[src/rtl/pipe_ctrl_if.sv]
// rtl/pipe_ctrl_if.sv - stall/flush request and per-stage control bundle for pipe_ctrl
interface pipe_ctrl_if;
    logic load_use;
    logic br_taken;
    logic mdu_start;
    logic mdu_done;
    logic dmem_ready;
    logic pc_we;
    logic if_id_we;
    logic if_id_flush;
    logic id_ex_we;
    logic id_ex_flush;
    logic ex_mem_we;
    logic ex_mem_flush;
    logic mem_wb_we;
    logic mdu_busy;
    logic mdu_timeout;

    modport master (
        input  load_use, br_taken, mdu_start, mdu_done, dmem_ready,
        output pc_we, if_id_we, if_id_flush, id_ex_we, id_ex_flush,
               ex_mem_we, ex_mem_flush, mem_wb_we, mdu_busy, mdu_timeout
    );

    modport slave (
        output load_use, br_taken, mdu_start, mdu_done, dmem_ready,
        input  pc_we, if_id_we, if_id_flush, id_ex_we, id_ex_flush,
               ex_mem_we, ex_mem_flush, mem_wb_we, mdu_busy, mdu_timeout
    );
endinterface

[src/rtl/pipe_ctrl.sv]
// rtl/pipe_ctrl.sv - 5-stage pipeline stall/flush sequencer with MDU watchdog
// Optional PIPE_PERF_CNT_EN adds saturating stall/flush/MDU performance counters.
module pipe_ctrl #(
    parameter int MDU_MAX_CYC = 32,
    parameter int CNT_W       = 16
) (
    input  logic             clk,
    input  logic             rst,
`ifdef PIPE_PERF_CNT_EN
    output logic [CNT_W-1:0] stall_cycles,
    output logic [CNT_W-1:0] flush_count,
    output logic [CNT_W-1:0] mdu_cycles,
`endif
    pipe_ctrl_if.master      bus
);
    localparam int CW = $clog2(MDU_MAX_CYC + 1);

    typedef enum logic {
        RUN      = 1'b0,
        MDU_WAIT = 1'b1
    } state_t;

    state_t          r_state;
    state_t          w_next_state;
    logic [CW-1:0]   r_wait_cnt;
    logic [CW-1:0]   w_next_cnt;
    logic            r_timeout;
    logic            w_set_timeout;
    logic            w_frozen;
    logic            w_mdu_stall;

    assign w_frozen    = !bus.dmem_ready;
    assign w_mdu_stall = ((r_state == MDU_WAIT) && !bus.mdu_done) ||
                         ((r_state == RUN) && bus.mdu_start && !bus.mdu_done);

    always_comb begin
        w_next_state  = r_state;
        w_next_cnt    = r_wait_cnt;
        w_set_timeout = 1'b0;
        // Memory freeze holds the FSM and watchdog exactly where they are.
        if (!w_frozen) begin
            case (r_state)
                RUN: begin
                    if (bus.mdu_start && !bus.mdu_done) begin
                        w_next_state = MDU_WAIT;
                        w_next_cnt   = '0;
                    end
                end
                MDU_WAIT: begin
                    w_next_cnt = r_wait_cnt + CW'(1);
                    if (bus.mdu_done) begin
                        w_next_state = RUN;
                    end else if (r_wait_cnt == CW'(MDU_MAX_CYC - 1)) begin
                        w_next_state  = RUN;
                        w_set_timeout = 1'b1;
                    end
                end
                default: w_next_state = RUN;
            endcase
        end
    end

    always_comb begin
        bus.pc_we        = 1'b1;
        bus.if_id_we     = 1'b1;
        bus.if_id_flush  = 1'b0;
        bus.id_ex_we     = 1'b1;
        bus.id_ex_flush  = 1'b0;
        bus.ex_mem_we    = 1'b1;
        bus.ex_mem_flush = 1'b0;
        bus.mem_wb_we    = 1'b1;
        if (!rst) begin
            bus.pc_we        = 1'b0;
            bus.if_id_we     = 1'b0;
            bus.if_id_flush  = 1'b1;
            bus.id_ex_we     = 1'b0;
            bus.id_ex_flush  = 1'b1;
            bus.ex_mem_we    = 1'b0;
            bus.ex_mem_flush = 1'b1;
            bus.mem_wb_we    = 1'b0;
        end else if (w_frozen) begin
            bus.pc_we     = 1'b0;
            bus.if_id_we  = 1'b0;
            bus.id_ex_we  = 1'b0;
            bus.ex_mem_we = 1'b0;
            bus.mem_wb_we = 1'b0;
        end else if (w_mdu_stall) begin
            bus.pc_we        = 1'b0;
            bus.if_id_we     = 1'b0;
            bus.id_ex_we     = 1'b0;
            bus.ex_mem_flush = 1'b1;
        end else if (bus.br_taken) begin
            // ID holds a wrong-path instruction, so a pending load-use is moot.
            bus.if_id_flush = 1'b1;
            bus.id_ex_flush = 1'b1;
        end else if (bus.load_use) begin
            bus.pc_we       = 1'b0;
            bus.if_id_we    = 1'b0;
            bus.id_ex_flush = 1'b1;
        end
    end

    assign bus.mdu_busy    = rst && (r_state == MDU_WAIT);
    assign bus.mdu_timeout = r_timeout;

    always_ff @(posedge clk) begin
        if (!rst) begin
            r_state    <= RUN;
            r_wait_cnt <= '0;
            r_timeout  <= 1'b0;
        end else begin
            r_state    <= w_next_state;
            r_wait_cnt <= w_next_cnt;
            r_timeout  <= r_timeout | w_set_timeout;
        end
    end

`ifdef PIPE_PERF_CNT_EN
    logic [CNT_W-1:0] r_stall_cycles;
    logic [CNT_W-1:0] r_flush_count;
    logic [CNT_W-1:0] r_mdu_cycles;

    always_ff @(posedge clk) begin
        if (!rst) begin
            r_stall_cycles <= '0;
            r_flush_count  <= '0;
            r_mdu_cycles   <= '0;
        end else begin
            if (!bus.pc_we && (r_stall_cycles != '1))
                r_stall_cycles <= r_stall_cycles + CNT_W'(1);
            if (bus.if_id_flush && (r_flush_count != '1))
                r_flush_count <= r_flush_count + CNT_W'(1);
            if ((r_state == MDU_WAIT) && (r_mdu_cycles != '1))
                r_mdu_cycles <= r_mdu_cycles + CNT_W'(1);
        end
    end

    assign stall_cycles = r_stall_cycles;
    assign flush_count  = r_flush_count;
    assign mdu_cycles   = r_mdu_cycles;
`endif
endmodule

[src/flat_wrapper.sv]
// flat-port wrapper written by rule: the top's interface ports become plain ports
module pipe_ctrl_flat 
#(
    parameter int MDU_MAX_CYC = 32,
    parameter int CNT_W       = 16
)
  (clk, rst, bus_load_use, bus_br_taken, bus_mdu_start, bus_mdu_done, bus_dmem_ready, bus_pc_we, bus_if_id_we, bus_if_id_flush, bus_id_ex_we, bus_id_ex_flush, bus_ex_mem_we, bus_ex_mem_flush, bus_mem_wb_we, bus_mdu_busy, bus_mdu_timeout);
  pipe_ctrl_if bus_i ();
  input  logic clk;
  input  logic rst;
  input wire logic [$bits(bus_i.load_use)-1:0] bus_load_use;
  input wire logic [$bits(bus_i.br_taken)-1:0] bus_br_taken;
  input wire logic [$bits(bus_i.mdu_start)-1:0] bus_mdu_start;
  input wire logic [$bits(bus_i.mdu_done)-1:0] bus_mdu_done;
  input wire logic [$bits(bus_i.dmem_ready)-1:0] bus_dmem_ready;
  output wire logic [$bits(bus_i.pc_we)-1:0] bus_pc_we;
  output wire logic [$bits(bus_i.if_id_we)-1:0] bus_if_id_we;
  output wire logic [$bits(bus_i.if_id_flush)-1:0] bus_if_id_flush;
  output wire logic [$bits(bus_i.id_ex_we)-1:0] bus_id_ex_we;
  output wire logic [$bits(bus_i.id_ex_flush)-1:0] bus_id_ex_flush;
  output wire logic [$bits(bus_i.ex_mem_we)-1:0] bus_ex_mem_we;
  output wire logic [$bits(bus_i.ex_mem_flush)-1:0] bus_ex_mem_flush;
  output wire logic [$bits(bus_i.mem_wb_we)-1:0] bus_mem_wb_we;
  output wire logic [$bits(bus_i.mdu_busy)-1:0] bus_mdu_busy;
  output wire logic [$bits(bus_i.mdu_timeout)-1:0] bus_mdu_timeout;
  assign bus_i.load_use = bus_load_use;
  assign bus_i.br_taken = bus_br_taken;
  assign bus_i.mdu_start = bus_mdu_start;
  assign bus_i.mdu_done = bus_mdu_done;
  assign bus_i.dmem_ready = bus_dmem_ready;
  assign bus_pc_we = bus_i.pc_we;
  assign bus_if_id_we = bus_i.if_id_we;
  assign bus_if_id_flush = bus_i.if_id_flush;
  assign bus_id_ex_we = bus_i.id_ex_we;
  assign bus_id_ex_flush = bus_i.id_ex_flush;
  assign bus_ex_mem_we = bus_i.ex_mem_we;
  assign bus_ex_mem_flush = bus_i.ex_mem_flush;
  assign bus_mem_wb_we = bus_i.mem_wb_we;
  assign bus_mdu_busy = bus_i.mdu_busy;
  assign bus_mdu_timeout = bus_i.mdu_timeout;
  pipe_ctrl #(.MDU_MAX_CYC(MDU_MAX_CYC), .CNT_W(CNT_W)) u_core (.clk(clk), .rst(rst), .bus(bus_i));
endmodule
[config.mk]
export PLATFORM = sky130hd
export DESIGN_NAME = pipe_ctrl_flat
export DESIGN_NICKNAME = d
export VERILOG_FILES = /design/src/rtl/pipe_ctrl_if.sv /design/src/rtl/pipe_ctrl.sv /design/src/flat_wrapper.sv
export SDC_FILE = /design/constraint.sdc
export NUM_CORES = 1
export LEC_CHECK = 0
export BUFFER_PORTS_ARGS = -buffer_cell sky130_fd_sc_hd__buf_2
export CAP_MARGIN = 15
export CORE_MARGIN = 3
export CORE_UTILIZATION = 35
export CTS_BUF_LIST = sky130_fd_sc_hd__clkbuf_4
export CTS_CLUSTER_SIZE = 28
export DETAILED_ROUTE_END_ITERATION = 8
export GPL_TIMING_DRIVEN = 0
export SLEW_MARGIN = 40
export SYNTH_ARGS = -nofsm -noshare
export SYNTH_HDL_FRONTEND = slang
export SYNTH_SLANG_ARGS = --single-unit
export TNS_END_PERCENT = 100
[constraint.sdc]
create_clock -name clk -period 3.4 [get_ports clk]
set_clock_uncertainty 0.1 [all_clocks]
set_input_delay 0.68 -clock clk [delete_from_list [all_inputs] [get_ports clk]]
set_output_delay 0.68 -clock clk [all_outputs]
set_load 0.02 [all_outputs]
# Word level (Yosys, flattened, before mapping)
# Index checks and enable logic that the tools add are counted.
[word_totals] ff_bits=8 output_inout_bits=10
[classes] n_eq_ne=2 muxes=32 n_bitwise=2 n_addsub=1 reduce_logical=8
[ops] cell="$mux 1" count=29
[ops] cell="$pmux 6 s2" count=1
[ops] cell="$add 6x1->6 const B" count=1
[ops] cell="$eq 6x5->1 const B" count=1
[ops] cell="$mux 6" count=1
[ops] cell="$logic_and 1x1->1" count=5
[ops] cell="$ne 2x2->1 const B" count=1
[ops] cell="$pmux 1 s2" count=1
[ops] cell="$reduce_and 2->1" count=1
[ops] cell="$logic_not 1->1" count=1
[ops] cell="$logic_or 1x1->1" count=1
[ops] cell="$not 1->1" count=1
[ops] cell="$or 1x1->1" count=1

# Depth between registers and ports, before layout
[logic_depth] depth_word=7 ltp_mapped=5 depth_no_buf=5

# Least setup slack after synthesis
# OpenSTA, ideal clock, no wires.
[synth_timing] path_kind="input port to output port" from="in bus_dmem_ready" to="out bus_pc_we" setup_slack_ns=0.816 n_path_buf=2 arrival_ns=1.804 stages=4 path_cell_list="buf_4 -> o21ai_1 -> a211oi_1 -> buf_4"
[synth_via] elab_chain_len=2
[synth_lines] item="start: declaration" line_no="flat_wrapper.sv:15" rtl="input wire logic [$bits(bus_i.dmem_ready)-1:0] bus_dmem_ready;"
[synth_lines] item="$mux 1 (2 in a row)"
[synth_lines] item="end: declaration" line_no="flat_wrapper.sv:16" rtl="output wire logic [$bits(bus_i.pc_we)-1:0] bus_pc_we;"
# Every way passes these cells.

# Worst setup path in the final report
[layout_timing] from="in bus_dmem_ready" to="out bus_pc_we"
[layout_via] elab_chain_len=2
[layout_lines] item="$mux 1" line_no="pipe_ctrl.sv:81" rtl="end else if (w_frozen) begin"
[layout_lines] item="$mux 1" line_no="pipe_ctrl.sv:72" rtl="if (!rst) begin"
# Every way passes these cells.

==> results.md <==
STA:
- The total count of hold-check failures in the final report is 0.
- The highest achievable clock rate is 420.1 MHz.
- The transition time of the tightest slew-check pin is between 200 and 250 ps.
- Setup violations remaining at the end of the flow were counted as 0.
- Setup repair after global routing left no endpoint under its margin.
- The routed design could run at a clock period as short as between 2000 and 2500 ps.
- The summed negative setup slack over all endpoints is 0 ps.
- The headroom to the max-slew limit is a little over four fifths.
- The final count of pins violating max slew is 0.
- After layout, the worst path uses 70.02% of the clock period.
- The worst path setup slack after routing is between 1000 and 1500 ps.

Worst setup path:
- STA classifies the critical path endpoint as a primary output.
- The worst setup path is launched from a primary input.
- Of all nets on the critical path, the largest fanout is 10.
- The critical path start-end classification is in -> out.
- The data arrival at the endpoint of the critical path is about 1600 ps.
- The required time at the worst-slack endpoint is around 2600 ps.

Place:
- At the end of routability-driven placement, the weighted congestion stood at ~0.76.
- The worst setup slack after placement is approximately 1000 ps.
- The number of buffer cells added on primary ports is 16.
- The HPWL after detailed placement is between 800 and 900 µm.

Power:
- The leakage power is between 0.3 and 0.4 nW.
- VDD sags by at most roughly 210 µV.
- In this run switching power makes up between 20% and 30% of total power.
- The relative contribution of combinational cells to total power is about a fifth.
- The power per cell area is approximately 340 nW/µm².
- The proportion of power drawn by flip-flops and latches is a little under half.
- The clock network power share is a little over a third.
- For this design the total switching power over the nets is roughly 0.00006 W.
- The internal power is 0.0001505 W.

Synthesis:
- The share of Yosys cell area claimed by the top area cell type is between 30 and 40%.
- The synthesized netlist devotes around 5.3% of its cell area to XOR and XNOR gates.
- After synthesis, the cell types taking the most area are sky130_fd_sc_hd__dfxtp_1 (32%), sky130_fd_sc_hd__nor2_1 (8.3%), sky130_fd_sc_hd__o211ai_2 (7.5%), sky130_fd_sc_hd__buf_4 (6.0%), sky130_fd_sc_hd__xor2_1 (5.3%).
- The synthesized-area fraction occupied by and/or/nand/nor cells is between 20% and 30%.
- Summing the sequential cell areas from Yosys gives between 30% and 40% of the chip area.
- Yosys printed 0 warnings.
- Summed over all instances, the cell type with the most area after synthesis is sky130_fd_sc_hd__dfxtp_1.
- The number of instances in the synthesized netlist is 60.
- After synthesis, the share of cell area in mux cells is 0%.
- The synthesized netlist net count is around 70.
- The combinational family with the most area after synthesis is simple AND/OR/NAND/NOR gates.
- The number of flip-flops and latches in the synthesized netlist is 8.
- The mapped netlist covers 499.2 µm².
- Summing the areas of all compound-gate instances in the mapped netlist gives 22.81% of the synthesized area.
- The synthesized area divided by synthesized cell count is about 8.3 µm².
- The number of distinct standard cells referenced by the synthesized netlist is 25.
- The synthesized netlist devotes between 2 and 3% of its cell area to adder and majority cells.

Routing:
- The pre-antenna-repair detailed-routing pass consisted of 2 iterations.
- The DRC violations left is 0.
- The routed length per placed instance is 11.41 µm.
- The remaining antenna violation count is 0.
- The first routing iteration left 2 violations.
- The final routed wirelength across all metal layers is 1061 µm.
- The via count normalized by instance count is ~5.
- The number of vias in the routed layout is ~470.

CTS:
- The hold buffer count at CTS is 0.
- No sink is reached through more buffers than the 2 on the longest clock path.
- The clock latency on the worst-skew pair is around 260 ps.
- The cell at the root of the clock tree is sky130_fd_sc_hd__clkbuf_4.
- Once the clock tree was built, the setup fixing pass inserted 0 buffers.
- The post-CTS resize count is 0.
- TritonCTS built the clock tree.
- Counting the buffers created by CTS gives 3.
- After clock tree synthesis, the clock-pin slew on the worst setup and hold paths is approximately 50 ps.
- The number of clock sinks is 8.
- The deepest level of the CTS H-tree is 1.

Final layout:
- The library cells used most frequently in the layout, excluding fill and tap cells, are sky130_fd_sc_hd__buf_2 (16), sky130_fd_sc_hd__nor2_1 (11), sky130_fd_sc_hd__dfxtp_1 (8).
- The final layout contains 89 nets.
- The post-route netlist has around 38% of its cells at a drive strength greater than 1.
- The library cell used most frequently in the layout, excluding fill and tap cells, is sky130_fd_sc_hd__buf_2.
- The total inserted antenna cells is 0.
- After filler insertion, the fill cell instance count of the layout stands at 125.
- Relative to the synthesized area, the layout overhead comes to 24.06%.

Global routing:
- For this run the aggregate overflow at the end of global routing stands at 0.
- The number of antenna violations at the first check in global routing was 0.
- The maximum number of pins on one net before global-route repair is 11.
- In the global route stage, overall resource usage came out at approximately an eighth.
- The wire length of the first global-routing pass is ~1900 µm.
- The via count of the first global-routing pass came to roughly 450.

Floorplan:
- The I/O pin count is 17.
- The height of the die is roughly 44 µm.
- From left edge to right edge, the die measures 43.77 µm.
- The area of the die is 1915 µm².
- The number of placement rows is 12.
- In this run the standard cell core region covers roughly 1200 µm².
- The starting density of the core is roughly two fifths.

Worst hold path:
- The class of the tightest hold or removal check is reg -> reg.

Run status:
- The run finished with clean final reports.

Flow run:
- The number of max-cap violations is 0.
[flip-flops by register name, indices dropped and copies added (netlist names)]
signal and flops:
u_core.r_state 1, u_core.r_wait_cnt 6, u_core.bus.mdu_timeout 1
[per-stage QoR]
step / util, % / cells / cell area (µm²) / hold WS, ps / total power [W]
2_1_floorplan: - / 60 / 499.2 / 370.4 / 0.0001241
3_3_place_gp: 49.07 / 90 / 596.8 / 343.7 / 0.0001383
3_5_place_dp: 49.07 / 90 / 596.8 / 350.0 / 0.0001385
4_1_cts: 50.93 / 93 / 619.3 / 362.3 / 0.0002127
5_1_grt: 50.93 / 93 / 619.3 / 400.6 / 0.0002199
6_report: 50.93 / 93 / 619.3 / 355.6 / 0.0002091
[cell usage after synthesis]
cell type                   n
sky130_fd_sc_hd__nand3_1    1
sky130_fd_sc_hd__a22oi_1    1
sky130_fd_sc_hd__nand2_1    2
sky130_fd_sc_hd__inv_1      3
sky130_fd_sc_hd__dfxtp_1    8
sky130_fd_sc_hd__o21ai_2    1
sky130_fd_sc_hd__o21ai_0    4
sky130_fd_sc_hd__nor3_2     1
sky130_fd_sc_hd__a31oi_1    1
sky130_fd_sc_hd__o21a_1     1
sky130_fd_sc_hd__o211ai_2   3
sky130_fd_sc_hd__buf_4      4
sky130_fd_sc_hd__xor2_1     3
sky130_fd_sc_hd__a211oi_1   1
sky130_fd_sc_hd__a21oi_1    1
sky130_fd_sc_hd__ha_1       1
sky130_fd_sc_hd__nor2b_4    1
sky130_fd_sc_hd__and3_2     1
sky130_fd_sc_hd__and3_1     2
sky130_fd_sc_hd__nor2_1    11
sky130_fd_sc_hd__o21ai_1    1
sky130_fd_sc_hd__nand2b_1   2
sky130_fd_sc_hd__and2_1     2
sky130_fd_sc_hd__a32oi_1    1
sky130_fd_sc_hd__nand3b_1   3
[cell type report]
class                   count  area, µm²  share of cell area [%]
repair buffers             16      80.08                   12.93
well taps                  14      17.52                   2.828
multi-input cells          45      297.8                   48.08
inverters                   3      11.26                   1.818
plain buffers               4      30.03                   4.848
clock buffers               3      22.52                   3.636
flip-flops and latches      8      160.2                   25.86
[worst paths after layout]
kind | startpoint | end | slack [ps] | cells after the start
setup / recovery | bus_dmem_ready | bus_pc_we | 1020 | 6
hold / removal | u_core.bus.mdu_timeout | u_core.bus.mdu_timeout | 360 | 1
setup reg to reg | u_core.r_wait_cnt[0] | u_core.bus.mdu_timeout | 2090 | 5
hold reg to reg | u_core.bus.mdu_timeout | u_core.bus.mdu_timeout | 360 | 1
[critical path: stages]
cell and delay, ps:
sky130_fd_sc_hd__buf_2 80, sky130_fd_sc_hd__buf_4 150, sky130_fd_sc_hd__o21ai_1 120, sky130_fd_sc_hd__a211oi_1 270
sky130_fd_sc_hd__buf_4 150, sky130_fd_sc_hd__buf_2 150
[power by group through the flow]
stage / Sequential (W) / Clock [W] / Combinational, W
2_1_floorplan: 0.0000979 / 0 / 0.0000262
3_3_place_gp: 0.0000981 / 0 / 0.0000402
3_5_place_dp: 0.0000981 / 0 / 0.0000404
4_1_cts: 0.0000961 / 0.0000761 / 0.0000404
5_1_grt: 0.0000964 / 0.0000791 / 0.0000445
6_report: 0.0000962 / 0.0000729 / 0.0000400
[cells by family after synthesis]
| kind of cell | Yosys count |
|---|---|
| flops | 8 |
| simple gates | 26 |
| fa+ha+maj | 1 |
| compound gates | 15 |
| buf+inv | 7 |
| xor+xnor | 3 |
[routing by layer]
metal | track usage [%] | vias to the layer above | routed length (µm)
li1 | - | 247 | -
met1 | 15.01 | 198 | 483
met2 | 20.64 | 18 | 435
met3 | 4.149 | 5 | 108
met4 | 9.036 | 0 | 34
met5 | 0 | - | 0
Note: power is estimated with default switching activity, not from simulation.
